<file path="src/rtl/regfile_write_arbiter.sv">
// Arbitrates the register file write port between pipeline writeback (A) and a
// long-latency unit (B), with a small B-side FIFO and a per-register pending scoreboard.
module regfile_write_arbiter #(
    parameter int XLEN       = 64,
    parameter int FIFO_DEPTH = 2
) (
    input  logic            clk,
    input  logic            reset,
    input  logic            a_valid,
    input  logic [4:0]      a_rd,
    input  logic [XLEN-1:0] a_data,
    input  logic            b_valid,
    output logic            b_ready,
    input  logic [4:0]      b_rd,
    input  logic [XLEN-1:0] b_data,
    input  logic            issue_valid,
    input  logic [4:0]      issue_rd,
    input  logic [4:0]      rs1,
    input  logic [4:0]      rs2,
    output logic            rs1_pending,
    output logic            rs2_pending,
    output logic            wb_bubble_req,
    output logic            wr_en,
    output logic [4:0]      wr_rd,
    output logic [XLEN-1:0] wr_data
);

    localparam int PTR_W = (FIFO_DEPTH > 1) ? $clog2(FIFO_DEPTH) : 1;
    localparam int CNT_W = $clog2(FIFO_DEPTH + 1);
    localparam logic [CNT_W-1:0] DEPTH_C  = CNT_W'(FIFO_DEPTH);
    localparam logic [PTR_W-1:0] LAST_PTR = PTR_W'(FIFO_DEPTH - 1);

    logic [4:0]      fifo_rd   [FIFO_DEPTH];
    logic [XLEN-1:0] fifo_data [FIFO_DEPTH];
    logic [PTR_W-1:0] head;
    logic [PTR_W-1:0] tail;
    logic [CNT_W-1:0] count;

    logic [31:0] pending;
    logic [31:0] pending_next;
    logic        wr_from_b;

    logic a_req;
    logic fifo_empty;
    logic b_fire;
    logic b_keep;
    logic deq;
    logic bypass;
    logic enq;

    assign b_ready       = (count < DEPTH_C) & ~reset;
    assign wb_bubble_req = (count == DEPTH_C);
    assign rs1_pending   = pending[rs1] & (rs1 != 5'd0);
    assign rs2_pending   = pending[rs2] & (rs2 != 5'd0);

    // Source selection: A first, then the FIFO head, then B bypass only when the FIFO is empty.
    // B results addressed to x0 are handshaken but dropped.
    always_comb begin
        a_req      = a_valid & (a_rd != 5'd0);
        fifo_empty = (count == '0);
        b_fire     = b_valid & b_ready;
        b_keep     = b_fire & (b_rd != 5'd0);
        deq        = ~a_req & ~fifo_empty;
        bypass     = ~a_req & fifo_empty & b_keep;
        enq        = b_keep & ~bypass;
    end

    always_ff @(posedge clk) begin
        if (enq) begin
            fifo_rd[tail]   <= b_rd;
            fifo_data[tail] <= b_data;
        end
    end

    always_ff @(posedge clk) begin
        if (reset) begin
            head  <= '0;
            tail  <= '0;
            count <= '0;
        end else begin
            if (enq) begin
                tail <= (tail == LAST_PTR) ? '0 : tail + PTR_W'(1);
            end
            if (deq) begin
                head <= (head == LAST_PTR) ? '0 : head + PTR_W'(1);
            end
            case ({enq, deq})
                2'b10:   count <= count + CNT_W'(1);
                2'b01:   count <= count - CNT_W'(1);
                default: count <= count;
            endcase
        end
    end

    // wr_from_b tags the registered write so only B-sourced writes retire pending bits.
    always_ff @(posedge clk) begin
        if (reset) begin
            wr_en     <= 1'b0;
            wr_rd     <= '0;
            wr_data   <= '0;
            wr_from_b <= 1'b0;
        end else if (a_req) begin
            wr_en     <= 1'b1;
            wr_rd     <= a_rd;
            wr_data   <= a_data;
            wr_from_b <= 1'b0;
        end else if (deq) begin
            wr_en     <= 1'b1;
            wr_rd     <= fifo_rd[head];
            wr_data   <= fifo_data[head];
            wr_from_b <= 1'b1;
        end else if (bypass) begin
            wr_en     <= 1'b1;
            wr_rd     <= b_rd;
            wr_data   <= b_data;
            wr_from_b <= 1'b1;
        end else begin
            wr_en     <= 1'b0;
            wr_from_b <= 1'b0;
        end
    end

    // The clear is applied before the set so a same-edge issue to the same register wins.
    always_comb begin
        pending_next = pending;
        if (wr_en & wr_from_b) begin
            pending_next[wr_rd] = 1'b0;
        end
        if (issue_valid & (issue_rd != 5'd0)) begin
            pending_next[issue_rd] = 1'b1;
        end
        pending_next[0] = 1'b0;
    end

    always_ff @(posedge clk) begin
        if (reset) begin
            pending <= '0;
        end else begin
            pending <= pending_next;
        end
    end

endmodule

</file>
<file path="config.mk">
export PLATFORM = sky130hd
export DESIGN_NAME = regfile_write_arbiter
export DESIGN_NICKNAME = d
export VERILOG_FILES = /design/src/rtl/regfile_write_arbiter.sv
export SDC_FILE = /design/constraint.sdc
export NUM_CORES = 1
export LEC_CHECK = 0
export CAP_MARGIN = 30
export CORE_MARGIN = 3
export CORE_UTILIZATION = 50
export CTS_BUF_LIST = sky130_fd_sc_hd__clkbuf_2
export DETAILED_ROUTE_END_ITERATION = 6
export PLACE_DENSITY = 0.89
export SYNTH_ARGS = -nofsm -noshare
export SYNTH_HDL_FRONTEND = slang
export SYNTH_SLANG_ARGS = --single-unit
</file>
<file path="constraint.sdc">
create_clock -name clk -period 6.9 [get_ports clk]
set_input_delay 1.38 -clock clk [delete_from_list [all_inputs] [get_ports clk]]
set_output_delay 1.38 -clock clk [all_outputs]
set_load 0.1 [all_outputs]
</file>
==> results of run 1 <==
power breakdown:
part | internal, mW | switching, mW | leakage (nW)
clock | 0.324 | 0.562 | 0.392
sequential | 1.70 | 0.117 | 2.14
combinational | 0.523 | 1.30 | 1.99
total | 2.55 | 1.98 | 4.52
worst min-delay path by stage:
stage,from,to,slack [ns]
CTS,tail,tail,0.51
floorplan,pending[4],pending[4],0.46
detailed placement,tail,tail,0.49
global placement,tail,tail,0.47
finish,tail,tail,0.51
global route,tail,tail,0.54
critical path, delay by kind of cell:
family,cells,cell delay [ns]
buffers and inverters,2,1.81
AO/OA/AOI/OAI,3,0.74
multiplexers,1,0.40
cell type report:
type	instances	area (um^2)	area share [%]
Clock inverter	24	98.8	0.717
Timing Repair Buffer	245	2480	18.0
Tap cell	275	344	2.50
Antenna cell	1	2.50	0.0181
Inverter	3	11.3	0.0817
Multi-Input combinational cell	634	4150	30.1
Clock buffer	82	410	2.98
Sequential cell	245	6290	45.6
layout by cell type, fill, tap and decap left out, drive strengths merged, types with 3 or more instances in the layout:
cell	instances
clkinv	21
mux2	8
a2111oi	4
nor4	3
mux4	4
nand3	3
nor3	72
a311oi	71
or3	6
nor2b	7
o211ai	70
clkdlybuf4s50	230
nor3b	6
mux2i	81
o21ai	34
nor2	7
a21oi	37
and3	3
clkbuf	82
buf	15
dfxtp	107
inv	5
nand3b	3
nand2	179
edfxtp	138
and3b	3
routing by layer:
| metal | routed length (um) | global-route usage, % |
|---|---|---|
| met5 | 0 | 0 |
| met4 | 991 | 10.0 |
| met3 | 2610 | 6.46 |
| met2 | 14400 | 40.0 |
| met1 | 11400 | 30.1 |
sequential cells by signal, indices dropped and copies added (netlist names), named ones only:
name / count
count: 2
fifo_data: 128
fifo_rd: 10
head: 1
pending: 31
tail: 1
wr_data: 64
wr_en: 1
wr_from_b: 1
wr_rd: 5
logic make-up (layout without fill, tap and decap cells):
group | count (synthesis) | count (layout) | share of synthesized area (%)
flops | 245 | 245 | 58.2
simple gates | 303 | 303 | 12.8
fa+ha+maj | 1 | 1 | 0.116
buf+inv | 89 | 354 | 3.59
mux | 93 | 93 | 9.17
xor+xnor | 2 | 2 | 0.162
compound gates | 235 | 235 | 15.9
other cells | 0 | 1 | 0
==> reports/qor.csv, run 1 <==
stage,metric,value,unit
worst_setup_path,capture point of the critical path,rs2_pending,
synthesis,largest cells by area after synthesis,"edfxtp_1 38%, dfxtp_1 20%, mux2i_1 7.5%, nand2_1 6.2%, a311oi_1 5.8%",
global_route,largest net degree at the start of global routing,89,
clock_tree,"CTS clk-pin slew, worst paths",0.13,ns
synthesis,area of the mapped netlist,10800,um^2
die,Die Y,153,um
layout,final instance area,13800,um^2
placed_design,dpl ws,1.21,ns
layout,layout cells sized above 1,10.5,%
placed_design,Routability Congestion,0.973,
worst_setup_path,Crit path top cell by count,clkdlybuf4s50_1,
worst_setup_path,WP data required,5.52,ns
synthesis,dominant cell type by area after synthesis,edfxtp_1,
timing,final hold slack,0.510,ns
synthesis,Synth Instances,968,
timing,fin crit share,82.8,%
detailed_routing,via count,8924,
clock_tree,CTS tree,done,
min_path,hold path cells,2,
job,max_cap viols,0,
timing,Final setup viols,0,
synthesis,cell with the most instances after synthesis,nand2_1,
power_and_ir_drop,cell area power density,328,nW/um^2
clock_tree,post-CTS sizing,0,
clock_tree,Worst-Skew Late Latency,0.82,ns
power_and_ir_drop,Total Power,4.53,mW
synthesis,main flop type after synthesis,edfxtp_1,
min_path,worst min path class,flop to flop,
clock_tree,post-CTS setup buffers,0,
layout,post-layout util,65.2,%
layout,NumNets Final,1345,
synthesis,post-synthesis sequential area ratio,58.2,%
global_route,vias in the first global route,9036,
timing,Max Clk Rate,175,MHz
synthesis,post-synth cell types,52,
synthesis,Mean Syn Cell Area,11.2,um^2
synthesis,"FF+latch count, synth",245,
timing,RSZ-0062 raised after global routing,false,
die,Core Area,21200,um^2
power_and_ir_drop,LEAKAGE,4.52,nW
synthesis,async set-reset flop share out of synthesis,0,%
timing,Max Slew Vio Count,0,
worst_setup_path,crit path cell chain,clkdlybuf4s50_1 > mux2_2 > o311ai_0 > a221oi_1 > a221o_1 > clkdlybuf4s50_1,
die,# IOs,232,
global_route,first-pass GRT wire length,46300,um
timing,final setup TNS,0,ns
timing,Final Hold Fails,0,
worst_setup_path,crit start category,input pin,
placed_design,Post-Place Cells,1400,
clock_tree,H-tree levels,2,
global_route,total congestion overflow,0,
power_and_ir_drop,Worst VDD drop,0.222,mV
worst_setup_path,CP endpoint kind,output port,
worst_setup_path,R2R setup slack,4.03,ns
clock_tree,Root Driver,clkbuf_2,
die,die area,23400,um^2
outcome,outcome,finished clean,
timing,Final Worst Setup Slack,1.19,ns
global_route,Total GRT Usage,24.1,%
die,Die Wd,153,um
placed_design,detailed-placement wirelength estimate,19500,um
layout,fin cells,1509,
placed_design,I/O Buffers,231,
worst_setup_path,critical path class,input pin to output port,
timing,relative slew slack,29.2,%
detailed_routing,router iterations before antenna repair,5,
placed_design,"Cell Area, Placed",13200,um^2
die,Initial Util,51.1,%
detailed_routing,vias per cell,5.91,
detailed_routing,DRC,0,
layout,filler cell count,1569,
detailed_routing,WL per Instance,19.5,um
synthesis,Synth Net Count,1127,
worst_setup_path,cell count of the worst reg-to-reg path,5,
layout,Area Overhead vs Synth,27.7,%
global_route,initial antenna violation count,1,
worst_setup_path,Critical path origin,rs2[1],
clock_tree,Max clock buf depth,3,
clock_tree,cts hold-fix bufs,0,
worst_setup_path,CP max stage cell,clkdlybuf4s50_1,
timing,Tmin final,5.71,ns
synthesis,synth warn,0,
synthesis,commonest cells in the netlist,"178 x nand2_1, 138 x edfxtp_1, 107 x dfxtp_1",
timing,worst slew pin tran,1.06,ns
clock_tree,clk sinks,245,
detailed_routing,Final ANT Viol Nets,0,
die,row count,53,
worst_setup_path,Reg2Reg Capture Point,fifo_data[0][13],
worst_setup_path,reg-to-reg startpoint,count[1],
detailed_routing,final wirelength,29400,um
detailed_routing,Initial DRC Count,707,
timing,Final Skew,0.0822,ns
worst_setup_path,"Max FO, Critical Path",13,
synthesis,top cell type's share of synthesized area,38.4,%
clock_tree,TritonCTS buffer count,57,
worst_setup_path,crit path DAT,4.33,ns
worst_setup_path,"slowest stage delay, CP",0.98,ns
synthesis,Post-synth EDFFs,138,
No activity file was read; power rests on OpenSTA's default activity.
==> run 2: changes to the inputs <==
--- a/config.mk
+++ b/config.mk
@@ -7,7 +7,7 @@
 export LEC_CHECK = 0
 export CAP_MARGIN = 30
 export CORE_MARGIN = 3
-export CORE_UTILIZATION = 50
+export CORE_UTILIZATION = 48
 export CTS_BUF_LIST = sky130_fd_sc_hd__clkbuf_2
 export DETAILED_ROUTE_END_ITERATION = 6
 export PLACE_DENSITY = 0.89
==> constraint.sdc (replaced) <==
create_clock -name clk -period 4.63 [get_ports clk]
set_input_delay 0.926 -clock clk [delete_from_list [all_inputs] [get_ports clk]]
set_output_delay 0.926 -clock clk [all_outputs]
set_load 0.1 [all_outputs]
==> run 2 against run 1 <==
First-iteration DRC count up 9.3%. Utilization down 1.8 points. Via count up 0.16%. Register-to-register slack worse by 2.2 ns. Count of clock-buffer cells in the layout down 10. Critical endpoint unchanged. Clock skew down 0.012 ns. Die area up 4.0%. Critical path depth unchanged. Total power up 51%.
==> reports/qor.csv, run 2 (synthesized netlist as in run 1, its figures left out) <==
stage,metric,value,unit,change
outcome,outcome,finished clean,,
global_route,initial antenna violation count,4,,+3
clock_tree,cts hold-fix bufs,0,,unchanged
clock_tree,TritonCTS buffer count,56,,-1.8%
detailed_routing,via count,8938,,+0.16%
placed_design,I/O Buffers,231,,unchanged
clock_tree,Root Driver,clkbuf_2,,
placed_design,dpl ws,0.678,ns,-0.531 ns
worst_setup_path,crit path DAT,3.07,ns,-1.26 ns
layout,fin cells,1524,,+0.99%
layout,layout cells sized above 1,10.8,%,+0.25 points
timing,worst slew pin tran,1.05,ns,-0.0102 ns
layout,largest reg by FF count,fifo_data,,
timing,final setup TNS,0,ns,unchanged
global_route,total congestion overflow,0,,unchanged
min_path,worst min path class,flop to flop,,
clock_tree,post-CTS sizing,0,,unchanged
power_and_ir_drop,Worst VDD drop,0.354,mV,+60%
clock_tree,post-CTS setup buffers,0,,unchanged
worst_setup_path,capture point of the critical path,rs2_pending,,
die,# IOs,232,,unchanged
detailed_routing,vias per cell,5.86,,-0.83%
worst_setup_path,R2R setup slack,1.84,ns,-2.19 ns
placed_design,detailed-placement wirelength estimate,19800,um,+1.7%
clock_tree,"CTS clk-pin slew, worst paths",0.10,ns,-0.03 ns
detailed_routing,WL per Instance,19.4,um,-0.34%
detailed_routing,DRC,0,,unchanged
power_and_ir_drop,LEAKAGE,4.57,nW,+1.1%
timing,Final Skew,0.0700,ns,-0.0122 ns
timing,relative slew slack,29.9,%,+0.68 points
layout,filler cell count,1670,,+6.4%
layout,NumNets Final,1352,,+0.52%
clock_tree,CTS tree,done,,
die,Die Wd,156,um,+2.0%
power_and_ir_drop,cell area power density,490,nW/um^2,+49%
global_route,largest net degree at the start of global routing,70,,-21%
timing,Max Clk Rate,250,MHz,
placed_design,Routability Congestion,0.984,,+1.2%
worst_setup_path,cell count of the worst reg-to-reg path,5,,unchanged
worst_setup_path,Critical path origin,rs2[2],,
layout,largest registers,"fifo_data (128), wr_data (64), pending (31)",,
timing,fin crit share,86.4,%,
power_and_ir_drop,Clk pwr share,19.8,%,+0.2 points
layout,most frequent cells in the layout,"227 x clkdlybuf4s50_1, 178 x nand2_1, 138 x edfxtp_1",,
timing,Max Slew Vio Count,0,,unchanged
worst_setup_path,Reg2Reg Capture Point,wr_data[20],,
worst_setup_path,"Max FO, Critical Path",12,,-1
timing,Final Hold Fails,0,,unchanged
die,Core Area,22000,um^2,+3.8%
detailed_routing,router iterations before antenna repair,5,,unchanged
job,max_cap viols,0,,unchanged
power_and_ir_drop,switching pwr,2.97,mW,+50%
global_route,first-pass GRT wire length,46800,um,+1.1%
detailed_routing,Final ANT Viol Nets,0,,unchanged
layout,register area,6290,um^2,unchanged
worst_setup_path,critical path class,input pin to output port,,
clock_tree,H-tree levels,2,,unchanged
power_and_ir_drop,Sw Share,43.6,%,-0.091 points
die,row count,54,,+1.9%
worst_setup_path,crit start category,input pin,,
layout,max reg flops,128,,unchanged
clock_tree,clk sinks,245,,unchanged
clock_tree,Worst-Skew Late Latency,0.82,ns,about the same
global_route,vias in the first global route,9147,,+1.2%
timing,Final Worst Setup Slack,0.631,ns,-0.557 ns
layout,"commonest non-fill, non-tap cell in the layout",clkdlybuf4s50_1,,
worst_setup_path,reg-to-reg startpoint,count[0],,
detailed_routing,Initial DRC Count,773,,+9.3%
layout,multi-input logic area,4150,um^2,about the same
global_route,Total GRT Usage,23.8,%,-0.37 points
timing,RSZ-0062 raised after global routing,false,,
worst_setup_path,CP endpoint kind,output port,,
die,die area,24300,um^2,+4.0%
timing,Final setup viols,0,,unchanged
timing,Tmin final,4.00,ns,
die,Die Y,156,um,+2.0%
die,Initial Util,49.2,%,-1.9 points
placed_design,Post-Place Cells,1415,,+1.1%
power_and_ir_drop,Int Pwr,3.84,mW,+51%
power_and_ir_drop,Reg power frac,39.9,%,-0.3 points
detailed_routing,final wirelength,29600,um,+0.65%
worst_setup_path,WP data required,3.70,ns,-1.82 ns
clock_tree,Max clock buf depth,3,,unchanged
layout,Area Overhead vs Synth,28.9,%,
power_and_ir_drop,Logic pwr share,40.3,%,about the same
run 2: worst max-delay path, stage by stage:
cell	delay (ns)
clkdlybuf4s50_1	0.72
nor4bb_1	0.33
a311oi_1	0.09
a2111oi_0	0.51
a221o_1	0.21
buf_4	0.30
run 2: stage by stage:
step	power [mW]	utilization [%]	hold WS, ns	instance area [um^2]
floorplan	4.74	-	0.457	10800
global placement	5.41	60.4	0.476	13300
detailed placement	5.50	61.0	0.495	13400
CTS	6.84	63.4	0.440	13900
global route	7.13	63.4	0.462	13900
finish	6.81	63.4	0.465	13900
run 2: worst min-delay path by stage:
| stage | startpoint | to | slack, ns | cells past startpoint |
|---|---|---|---|---|
| after floorplan | pending[4] | pending[4] | 0.46 | 2 |
| after global placement | tail | tail | 0.48 | 2 |
| after detailed placement | pending[25] | pending[25] | 0.50 | 2 |
| after CTS | reset | wr_en | 0.44 | 4 |
| after global routing | reset | wr_en | 0.46 | 4 |
| final | head | flop | 0.46 | 2 |
run 2: layout make-up:
| cell class | count | area share [%] |
|---|---|---|
| Tap cell | 280 | 2.52 |
| Clock buffer | 72 | 2.59 |
| Timing Repair Buffer | 253 | 18.6 |
| Clock inverter | 34 | 1.18 |
| Sequential cell | 245 | 45.2 |
| Inverter | 3 | 0.0809 |
| Antenna cell | 3 | 0.0539 |
| Multi-Input combinational cell | 634 | 29.8 |
run 2: routing by layer:
metal	GRT usage [%]	vias up	wire, um
met1	29.4	4220	11300
met5	0	-	13
met3	6.93	87	2820
li1	-	4190	-
met2	38.5	439	14300
met4	11.0	2	1150
run 2: power groups by stage:
stage / Combinational, mW / Sequential, mW / Clock, mW
3_3_place_gp: 2.66 / 2.75 / 0
4_1_cts: 2.75 / 2.72 / 1.38
6_report: 2.75 / 2.72 / 1.35
5_1_grt: 2.90 / 2.75 / 1.48
2_1_floorplan: 1.04 / 3.70 / 0
3_5_place_dp: 2.74 / 2.76 / 0
